**config.mk**
```make
export PLATFORM = sky130hd
export DESIGN_NAME = fp_operand_sequencer
export DESIGN_NICKNAME = d
export VERILOG_FILES = /design/src/rtl/fp_seq_pkg.sv /design/src/rtl/fp_pair_fifo.sv /design/src/rtl/fp_operand_sequencer.sv
export SDC_FILE = /design/constraint.sdc
export NUM_CORES = 1
export LEC_CHECK = 0
export ABC_AREA = 1
export BUFFER_PORTS_ARGS = -buffer_cell sky130_fd_sc_hd__buf_2
export CAP_MARGIN = 0
export CORE_MARGIN = 1
export CORE_UTILIZATION = 50
export DETAILED_ROUTE_END_ITERATION = 8
export GPL_TIMING_DRIVEN = 0
export PLACE_DENSITY_LB_ADDON = 0.3
export SLEW_MARGIN = 20
export SYNTH_ARGS = -nofsm -noshare
export SYNTH_HDL_FRONTEND = slang
export SYNTH_SLANG_ARGS = --single-unit
```
**constraint.sdc**
```tcl
create_clock -name clock -period 3.78 [get_ports clock]
set_clock_uncertainty 0.15 [all_clocks]
set_input_delay 0.567 -clock clock [delete_from_list [all_inputs] [get_ports clock]]
set_output_delay 0.567 -clock clock [all_outputs]
set_load 0.005 [all_outputs]
```
**src/rtl/fp_seq_pkg.sv**
```systemverilog
// fp_seq_pkg: shared types and constants for the FP adder operand sequencer
package fp_seq_pkg;

  typedef logic [31:0] fp32_t;

  typedef struct packed {
    fp32_t a;
    fp32_t b;
  } operand_pair_t;

  typedef enum logic [2:0] {
    IDLE,
    LOAD_A,
    LOAD_B,
    WAIT_BUSY,
    WAIT_DONE
  } seq_state_t;

  localparam fp32_t FP_POS_ZERO = 32'h0000_0000;

endpackage

```
**src/rtl/fp_pair_fifo.sv**
```systemverilog
// fp_pair_fifo: synchronous FIFO of operand pairs with full/empty flags
module fp_pair_fifo
  import fp_seq_pkg::*;
#(
  parameter int DEPTH = 4
) (
  input  logic          clock,
  input  logic          reset,
  input  logic          i_push,
  input  operand_pair_t i_data,
  input  logic          i_pop,
  output operand_pair_t o_data,
  output logic          o_full,
  output logic          o_empty
);

  localparam int AW = $clog2(DEPTH);

  operand_pair_t r_mem [DEPTH];
  logic [AW:0]   r_wr;
  logic [AW:0]   r_rd;
  logic          w_wen;
  logic          w_ren;

  // Pointers carry one extra wrap bit: equal pointers mean empty, equal
  // index with differing wrap bit means full.
  assign o_empty = r_wr == r_rd;
  assign o_full  = (r_wr[AW] != r_rd[AW]) && (r_wr[AW-1:0] == r_rd[AW-1:0]);
  assign o_data  = r_mem[r_rd[AW-1:0]];
  assign w_wen   = i_push && !o_full;
  assign w_ren   = i_pop && !o_empty;

  // Advance read and write pointers
  always_ff @(posedge clock) begin
    if (reset) begin
      r_wr <= '0;
      r_rd <= '0;
    end else begin
      if (w_wen) r_wr <= r_wr + (AW+1)'(1);
      if (w_ren) r_rd <= r_rd + (AW+1)'(1);
    end
  end

  // Storage is not reset; contents are only visible once written
  always_ff @(posedge clock) begin
    if (w_wen) r_mem[r_wr[AW-1:0]] <= i_data;
  end

endmodule

```
**src/rtl/fp_operand_sequencer.sv**
```systemverilog
// fp_operand_sequencer: buffers operand pairs and serialises them onto the FP adder bus; optional watchdog via FP_SEQ_TIMEOUT_EN
module fp_operand_sequencer
  import fp_seq_pkg::*;
#(
  parameter int DEPTH          = 4,
  parameter int TIMEOUT_CYCLES = 64
) (
  input  logic  clock,
  input  logic  reset,
  input  logic  in_valid,
  input  fp32_t in_a,
  input  fp32_t in_b,
  output logic  in_ready,
  input  logic  adder_ready,
  output fp32_t a,
  input  fp32_t sum,
  output logic  out_valid,
  output fp32_t out_sum,
  input  logic  out_ready
`ifdef FP_SEQ_TIMEOUT_EN
  ,
  output logic  timeout
`endif
);

  seq_state_t    r_state;
  seq_state_t    w_next;
  operand_pair_t r_pair;
  operand_pair_t w_head;
  logic          w_full;
  logic          w_empty;
  logic          w_push;
  logic          w_pop;
  logic          w_done;
  logic          w_expire;
  logic          r_out_valid;
  fp32_t         r_out_sum;

  assign in_ready  = !w_full;
  assign w_push    = in_valid && !w_full;
  assign w_pop     = (r_state == IDLE) && (w_next == LOAD_A);
  assign w_done    = (r_state == WAIT_DONE) && adder_ready;
  assign out_valid = r_out_valid;
  assign out_sum   = r_out_sum;

  fp_pair_fifo #(
    .DEPTH(DEPTH)
  ) u_fifo (
    .clock  (clock),
    .reset  (reset),
    .i_push (w_push),
    .i_data ('{a: in_a, b: in_b}),
    .i_pop  (w_pop),
    .o_data (w_head),
    .o_full (w_full),
    .o_empty(w_empty)
  );

`ifdef FP_SEQ_TIMEOUT_EN
  localparam int CW = $clog2(TIMEOUT_CYCLES + 1);

  logic [CW-1:0] r_cnt;
  logic          r_timeout;
  logic          w_wait;

  assign w_wait   = (r_state == WAIT_BUSY) || (r_state == WAIT_DONE);
  // A result arriving on the last allowed cycle still wins over the watchdog
  assign w_expire = w_wait && (r_cnt == CW'(TIMEOUT_CYCLES - 1)) && !w_done;
  assign timeout  = r_timeout;

  // Watchdog counts cycles spent in the current wait state
  always_ff @(posedge clock) begin
    if (reset) begin
      r_cnt     <= '0;
      r_timeout <= 1'b0;
    end else begin
      r_cnt     <= (w_next != r_state || !w_wait) ? '0 : r_cnt + CW'(1);
      r_timeout <= w_expire;
    end
  end
`else
  assign w_expire = 1'b0;
`endif

  // Next-state selection and operand bus drive
  always_comb begin
    w_next = r_state;
    a      = FP_POS_ZERO;
    case (r_state)
      IDLE:      if (!w_empty && adder_ready && !r_out_valid) w_next = LOAD_A;
      LOAD_A: begin
        a      = r_pair.a;
        w_next = LOAD_B;
      end
      LOAD_B: begin
        a      = r_pair.b;
        w_next = WAIT_BUSY;
      end
      WAIT_BUSY: if (!adder_ready) w_next = WAIT_DONE;
      WAIT_DONE: if (adder_ready) w_next = IDLE;
      default:   w_next = IDLE;
    endcase
    if (w_expire) w_next = IDLE;
  end

  // State register, popped pair and held result
  always_ff @(posedge clock) begin
    if (reset) begin
      r_state     <= IDLE;
      r_pair      <= '0;
      r_out_valid <= 1'b0;
      r_out_sum   <= FP_POS_ZERO;
    end else begin
      r_state <= w_next;
      if (w_pop) r_pair <= w_head;
      if (w_done) begin
        r_out_valid <= 1'b1;
        r_out_sum   <= sum;
      end else if (out_ready) begin
        r_out_valid <= 1'b0;
      end
    end
  end

endmodule

```
; Yosys cells after proc, flatten, opt, wreduce, memory -nomap -nowiden
; Memories as Yosys holds them, arrays and structs flattened. A register that Yosys moved wholly into a read port is not among the register bits.
; Index checks and enable logic that the tools add are counted.
[op_classes]
n_addsub = 2
n_eq_ne = 8
n_mux = 9
reduce_logical = 13
[ops]
columns = cell, count
row1 = one-hot mux 32 bit (2 select lines), 1
row2 = one-hot mux 3 bit (5 select lines), 1
row3 = 2-to-1 mux 3 bit, 3
row4 = logical AND 1 bit, 8
row5 = adder 3 x 1 -> 3 bit (second input constant), 2
row6 = == test 3 x 1 -> 1 bit (second input constant), 2
row7 = == test 3 x 2 -> 1 bit (second input constant), 2
row8 = 2-to-1 mux 1 bit, 4
row9 = == test 3 bit, 1
row10 = == test 3 bit (second input constant), 1
row11 = zero test 1 bit, 3
row12 = zero test 3 bit, 1
row13 = == test 2 bit, 1
row14 = nonzero test 2 bit, 1
row15 = inequality test 1 bit, 1
[word_totals]
ff_bits = 42
mem_bits_rw = 256
inputBits = 101
word_cells = 38
mem_count = 1
[mem_list]
columns = name, words, width, read_ports, rd_clocked_by_memory_dff, write_ports, line
row1 = u_fifo.r_mem, 4, 64, 1, 1, 1, fp_pair_fifo.sv:19  ; operand_pair_t r_mem [DEPTH];

; Logic depth before layout (Yosys ltp)
; Gate-level depths: netlist (run 1).
[depth]
word_depth = 9
mapped_depth = 11
depth_no_buf = 9

; Cells and area by module
; Synthesis (run 1) repeated with hierarchy kept, for this count alone.
[hier_totals]
hier_cells = 1387
area_unflattened_um2 = 14577.7
[by_module_without_submodules]
columns = mod, instances, cells_each, area_each_um2
row1 = fp_pair_fifo, 1, 695, 9983.3
row2 = fp_operand_sequencer, 1, 692, 4594.4

; Least setup slack after synthesis (run 1)
; Ideal clock, no wire load.
[synth_path]
path_kind = flip-flop to flip-flop
startpoint = register u_fifo.r_wr[0]
endpoint = memory u_fifo.r_mem[3][0] (netlist bit) (enable)
setup_ps = 488
arrival_ps = 3584
t_required_ps = 3142
setup_slack_ps = -442
stages_incl_launch_ff = 7
n_path_buf = 0
cell_sequence = dfxtp_1 -> inv_1 -> nand2_1 -> nand2_1 -> nand4_1 -> nand2_1 -> nor2_1
[synth_between]
elab_chain_cells = 7
[synth_rtl]
columns = element, line
row1 = start: declaration, fp_pair_fifo.sv:20  ; logic [AW:0] r_wr;
row2 = start signal: assignment, fp_pair_fifo.sv:39  ; if (w_wen) r_wr <= r_wr + (AW+1)'(1);
row3 = == test 2 bit *, fp_pair_fifo.sv:28  ; assign o_full = (r_wr[AW] != r_rd[AW]) && (r_wr[AW-1:0] == r_rd[AW-1:0]);
row4 = logical AND 1 bit *, fp_pair_fifo.sv:28
row5 = zero test 1 bit *, n/a
row6 = named net in_ready, fp_operand_sequencer.sv:13  ; output logic in_ready,
row7 = logical AND 1 bit, fp_operand_sequencer.sv:40  ; assign w_push = in_valid && !w_full;
row8 = logical AND 1 bit *, fp_pair_fifo.sv:30  ; assign w_wen = i_push && !o_full;
row9 = 2-to-1 mux 1 bit *, fp_pair_fifo.sv:46  ; if (w_wen) r_mem[r_wr[AW-1:0]] <= i_data;
row10 = 2-to-1 mux 1 bit (not written as such) *, fp_pair_fifo.sv:46
row11 = end: declaration, fp_pair_fifo.sv:19
; Mark *: on every way through the listed nets, which the timed path passes. The rest lies on a longest branch.

; Worst setup path in the final report (run 1)
[layout_path]
startpoint = register r_state[1]
endpoint = output port a[11]
[layout_between]
elab_chain_cells = 2
[layout_rtl]
columns = element, line
row1 = start: declaration, fp_operand_sequencer.sv:26  ; seq_state_t r_state;
row2 = start signal: assignment, fp_operand_sequencer.sv:114  ; r_state <= w_next;
row3 = == test 3 x 2 -> 1 bit / == test 3 x 1 -> 1 bit (equally long branches), fp_operand_sequencer.sv:89  ; case (r_state)
row4 = one-hot mux 32 bit (2 select lines) *, fp_operand_sequencer.sv:89
row5 = end: declaration, fp_operand_sequencer.sv:15  ; output fp32_t a,
; Mark *: on every way between the ends. The rest lies on a longest branch, timed or not.

==> impl_metrics.yaml, run 1 <==
run_status:
  status: "complete, no violations"
drt:
  drtPass1Iterations: 5
  vias: 10100
  wl_met2_mm: 16.4
  wl_met3_mm: 2.80
  topRoutingLayerUsed: "met4"
  finalWirelength_mm: 34.9
  avgRoutedWirePerCell_um: 18.8
  drc: 0
  wl_met1_mm: 14.7
  drt-vias-per-instance: 5.45
  drt_iter0_drc: 852
  final_antenna_net_count: 0
die:
  pin_count: 167
  start_util: 0.512
  num_rows: 60
  fp.dieH_um: 169
  dieArea_mm2: 0.0284
  die_x_um: 169
  design.core.area_mm2: 0.0271
final_layout:
  multi_input_area_mm2: 0.00348
  nFillCells: 2125
  drive_above_1_share: 0.189
  post-route-util: 0.619
  fin_nets: 1555
  finalInstanceArea_mm2: 0.0168
  area_growth_syn_to_layout_pct: 20.8
  seq_area_mm2: 0.00981
job:
  drv_cap: 0
yosys:
  synth-compound-area-share: 0.126
  synthArstFlopShare: 0
  synth_top_cells_by_count: "edfxtp_1, nor2_1, o21ai_0"
  yosysTopAreaCell: "edfxtp_1"
  yosysUniqueCellTypes: 26
  syn_area_mm2: 0.0139
  synth_top_area_share: 0.554
  syn_inst: 1233
  synth_top_family_by_area: "compound AO/OA/AOI/OAI gates"
  synth_fp_nets: 1339
  synth-main-ff-cell: "edfxtp_1"
  synth_edf_count: 256
  avgSynthCellArea_um2: 11.3
  yosys.area_share.simple: 0.118
  synth_fa_ha_area_frac: 0.00451
  synth_seq_cells: 362
  yosysSeqAreaShare: 0.706
  yosysMostFrequentCell: "edfxtp_1"
  synth_mux_area_frac: 0
  yosysWarningCount: 0
  synthXorXnorAreaFrac: 0.000631
  netlist_top_cells_area: "edfxtp_1, dfxtp_1, o21ai_0"
critical_path:
  start_kind: "flop"
  cp_num_buf_inv: 3
  crit_family: "buffers and inverters"
  critPathMaxFanout: 10
  critPathArrivalTime_ns: 2.30
  cpMaxStageDelayCell: "nor2_1"
  path_class: "reg -> out"
  end_kind: "output pin"
  worst_ep_required_time_ns: 3.06
  cpPeakStageDelay_ns: 0.42
  path_cells: "inv_1, nor2_1, clkbuf_1, nand3_1, o21ai_0, buf_2"
clocking:
  clkTransAtPathRegs_ns: 0.06
  cts_tree: "yes"
  htreeDepth: 2
  ctsResizeCount: 0
  clock-root-buffer: "clkbuf_16"
  cts_buffer_depth: 3
  insertion_delay_ns: 0.53
  cts_setup_buffers: 0
  cts_sinks: 362
  cts_hold_repair.buffers: 0
  cts_buffers: 38
placed_design:
  gp_congestion: 0.898
  place_area_mm2: 0.0155
  hpwlAfterDp_mm: 23.6
  io_buffers: 165
global_route:
  grt_pass1_wl_mm: 52.1
  grt_use_total: 0.242
  grt_start_max_net_pins: 25
  overflow: 0
  grt_pass1_vias: 9522
  antenna_found_initial: 1
timing:
  max-slew-margin-rel: 0.495
  worst_pin_slew_ns: 0.755
  min_period_over_period: 0.797
  maxSlewViolCount: 0
  fmax_mhz: 332
  rsz0062_at_grt: "false"
  post-route-min-period_ns: 3.01
  hold_viol: 0
  setup_viol: 0
power:
  p_leak_nw: 6.19
  max-vdd-ir-drop_v: 0.000380
  powerDensity_mw_per_mm2: 624
min_path:
  hold_path.class: "in -> reg"
## metrics by stage
stage | setup slack, ns | TNS (ns) | total power, mW | hold slack (ns) | instances
after floorplan | -0.427 | -82.06 | 5.99 | 0.289 | 1233
after global placement | -2.59 | -527.05 | 6.67 | 0.297 | 1770
after detailed placement | 1.16 | 0 | 6.73 | 0.302 | 1781
after CTS | 0.775 | 0 | 10.5 | 0.0922 | 1851
after global routing | 0.676 | 0 | 10.9 | 0.0960 | 1851
final | 0.766 | 0 | 10.5 | 0.105 | 1852
## area by class of cell
type                    instances  share of cell area
clock buffers                  58              0.0705
inverters                      51              0.0114
plain buffers                  89              0.0257
multi-input cells             731               0.208
flip-flops and latches        362               0.585
clock inverters                12             0.00686
repair buffers                176              0.0655
diodes                          1            0.000149
well taps                     372              0.0277
## report_power, final
part / internal [mW] / total, mW / switching (mW)
clock: 2.30 / 3.78 / 1.48
combinational: 0.629 / 1.97 / 1.34
sequential: 4.57 / 4.73 / 0.159
## routing by layer
| layer | track usage | vias up |
|---|---|---|
| met5 | 0 | - |
| met2 | 0.395 | 435 |
| li1 | - | 4819 |
| met4 | 0.0838 | 0 |
| met1 | 0.330 | 4780 |
| met3 | 0.0390 | 63 |
## placed cells by master (no fill, tap or decap), drive strengths merged
cell type,n
edfxtp,256
clkbuf,114
dfxtp,106
inv,53
nand3,103
nand2,82
nor4,1
nor3b,1
a21oi,71
diode,1
nor3,1
o22ai,64
bufinv,2
clkinv,8
nor2,204
ha,5
a31oi,2
xor2,1
nand4,1
buf,209
o21ai,195
## flip-flops by register name (all words and copies together) (netlist names)
name	flops
u_fifo.r_rd	3
r_pair	64
out_valid	1
u_fifo.r_wr	3
out_sum	32
u_fifo.r_mem	256
r_state	3
## final timing paths
path	startpoint	end	slack, ns	depth (start not counted)
max reg2reg	u_fifo.r_rd[1]	u_fifo.r_mem[3][39]	1.11	8
max	r_state[1]	a[11]	0.77	6
min reg2reg	r_pair[49]	r_pair[49]	0.31	2
min	in_a[8]	u_fifo.r_mem[1][40]	0.10	1
## cells by family after synthesis
| kind of cell | count (synthesis) |
|---|---|
| buffers and inverters | 140 |
| AOI/OAI and AO/OA | 332 |
| and+or+nand+nor | 393 |
| adders and majority gates | 5 |
| xor gates and xnor gates | 1 |
| DFF | 362 |
No activity file was read; power rests on OpenSTA's default activity.
==> inputs of run 2 (changes only) <==
clock period = 2.5 ns   (was 3.78 ns; I/O delays follow)
==> impl_metrics.yaml, run 2 (synthesized netlist as in run 1, its figures left out) <==
run_status:
  status: "finished, violations left"
  violations: "setup timing"
final_layout:
  fin_nets: 1663
  nFillCells: 2043
  layout_common_cells: "edfxtp_1, nor2_1, buf_2"
  drive_above_1_share: 0.187
  instances_no_fill: 1959
  area_growth_syn_to_layout_pct: 27.4
  largest_reg_flops: 256
  final_common_cell: "edfxtp_1"
  finalInstanceArea_mm2: 0.0177
critical_path:
  worst_ep_required_time_ns: 1.98
  critPathArrivalTime_ns: 1.99
  path_class: "reg -> out"
  start_kind: "flop"
  reg2reg_depth: 7
  critPathMaxFanout: 10
  end_kind: "output pin"
global_route:
  antenna_found_initial: 1
  overflow: 0
  grt_pass1_wl_mm: 55.9
  grt_start_max_net_pins: 24
  grt_pass1_vias: 10200
  grt_use_total: 0.260
die:
  fp.dieH_um: 169
  start_util: 0.512
  design.core.area_mm2: 0.0271
  dieArea_mm2: 0.0284
  pin_count: 167
  die_x_um: 169
  num_rows: 60
timing:
  setup_viol: 5
  hold_viol: 0
  layout_setup_ws_ns: -0.0199
  worst_pin_slew_ns: 0.691
  hold_slack_ns: 0.0396
  rsz0062_at_grt: "true"
  fmax_mhz: 397
  min_period_over_period: 1.01
  post-route-min-period_ns: 2.52
  maxSlewViolCount: 0
  max-slew-margin-rel: 0.539
  finalSetupTns_ns: -0.0726
drt:
  vias: 10800
  drt-vias-per-instance: 5.49
  drtPass1Iterations: 6
  finalWirelength_mm: 37.1
  avgRoutedWirePerCell_um: 18.9
  drc: 0
  final_antenna_net_count: 0
  drt_iter0_drc: 1074
placed_design:
  io_buffers: 165
  gp_congestion: 0.888
  dpl.cell_count: 1781
  hpwlAfterDp_mm: 24.0
  place_area_mm2: 0.0155
clocking:
  clkTransAtPathRegs_ns: 0.06
  insertion_delay_ns: 0.53
  htreeDepth: 2
  clock-root-buffer: "clkbuf_16"
  cts_tree: "yes"
  cts_buffers: 38
  cts_sinks: 362
  cts_buffer_depth: 3
min_path:
  hold_path.class: "in -> reg"
  min_path_cells: 4
power:
  p_leak_nw: 6.57
  max-vdd-ir-drop_v: 0.000784
  powerDensity_mw_per_mm2: 869
job:
  drv_cap: 0
-- run 2: cell types whose count changed in the layout (fill, tap and decap cells not counted), sizes merged --
cell and delta:
dlygate4sd3 +97, nor2 +1, clkinvlp +2, bufinv -2, buf +13, inv -2
clkbuf -12, clkinv +10
-- run 2: area by class of cell --
type                       instances  area, µm²  area share
buffer                            89        448      0.0253
timing repair buffer             283       2140       0.121
inverter                          51        195      0.0110
antenna                            1       2.50    0.000141
multi-input combinational        732       3520       0.199
clock buffer                      49       1010      0.0573
clock inverter                    20       96.3     0.00545
sequential                       362       9810       0.554
tap                              372        465      0.0263
-- run 2: worst paths after layout --
check / slack (ns) / start / endpoint
setup / recovery: -0.02 / r_state[2] / a[27]
hold / removal: 0.04 / out_ready / out_valid
setup reg to reg: 0.18 / u_fifo.r_rd[0] / u_fifo.r_mem[0][36]
hold reg to reg: 0.31 / r_pair[49] / r_pair[49]
-- run 2: metal layers --
| layer | global-route usage | part of all wire | vias up |
|---|---|---|---|
| met1 | 0.347 | 0.41 | 5098 |
| li1 | - | - | 5040 |
| met4 | 0.0953 | 0.029 | 0 |
| met5 | 0 | 0 | - |
| met2 | 0.430 | 0.47 | 534 |
| met3 | 0.0412 | 0.088 | 80 |
-- run 2: repair_timing --
action                     CTS  global route
hold buffers                97             0
gates resized for setup     28            31
hold endpoints to repair   289             0
setup endpoints to repair  143            73
setup buffers                8             2
gates cloned                 0             1
pin swaps                    0             2
-- run 2: power by group --
| part | leakage, nW | switching, mW | internal, mW | total (mW) |
|---|---|---|---|---|
| clock network | 0.547 | 2.21 | 2.86 | 5.07 |
| logic | 2.81 | 2.08 | 1.08 | 3.16 |
| registers | 3.21 | 0.235 | 6.91 | 7.14 |
-- run 2: metrics by stage --
| step | power [mW] | setup WS, ns | util |
|---|---|---|---|
| 4_1_cts | 15.4 | 0.00300 | 0.651 |
| 5_1_grt | 16.0 | -0.0275 | 0.653 |
| 3_3_place_gp | 10.1 | -2.09 | 0.560 |
| 3_5_place_dp | 10.2 | -0.0894 | 0.571 |
| 2_1_floorplan | 9.05 | -0.683 | - |
| 6_report | 15.4 | -0.0199 | 0.653 |
-- run 2: critical path, stage by stage, from the launching register on --
cell	delay (ns)
dfxtp_1	0.38
inv_2	0.12
nand3_1	0.21
buf_2	0.26
o21ai_1	0.30
buf_2	0.18
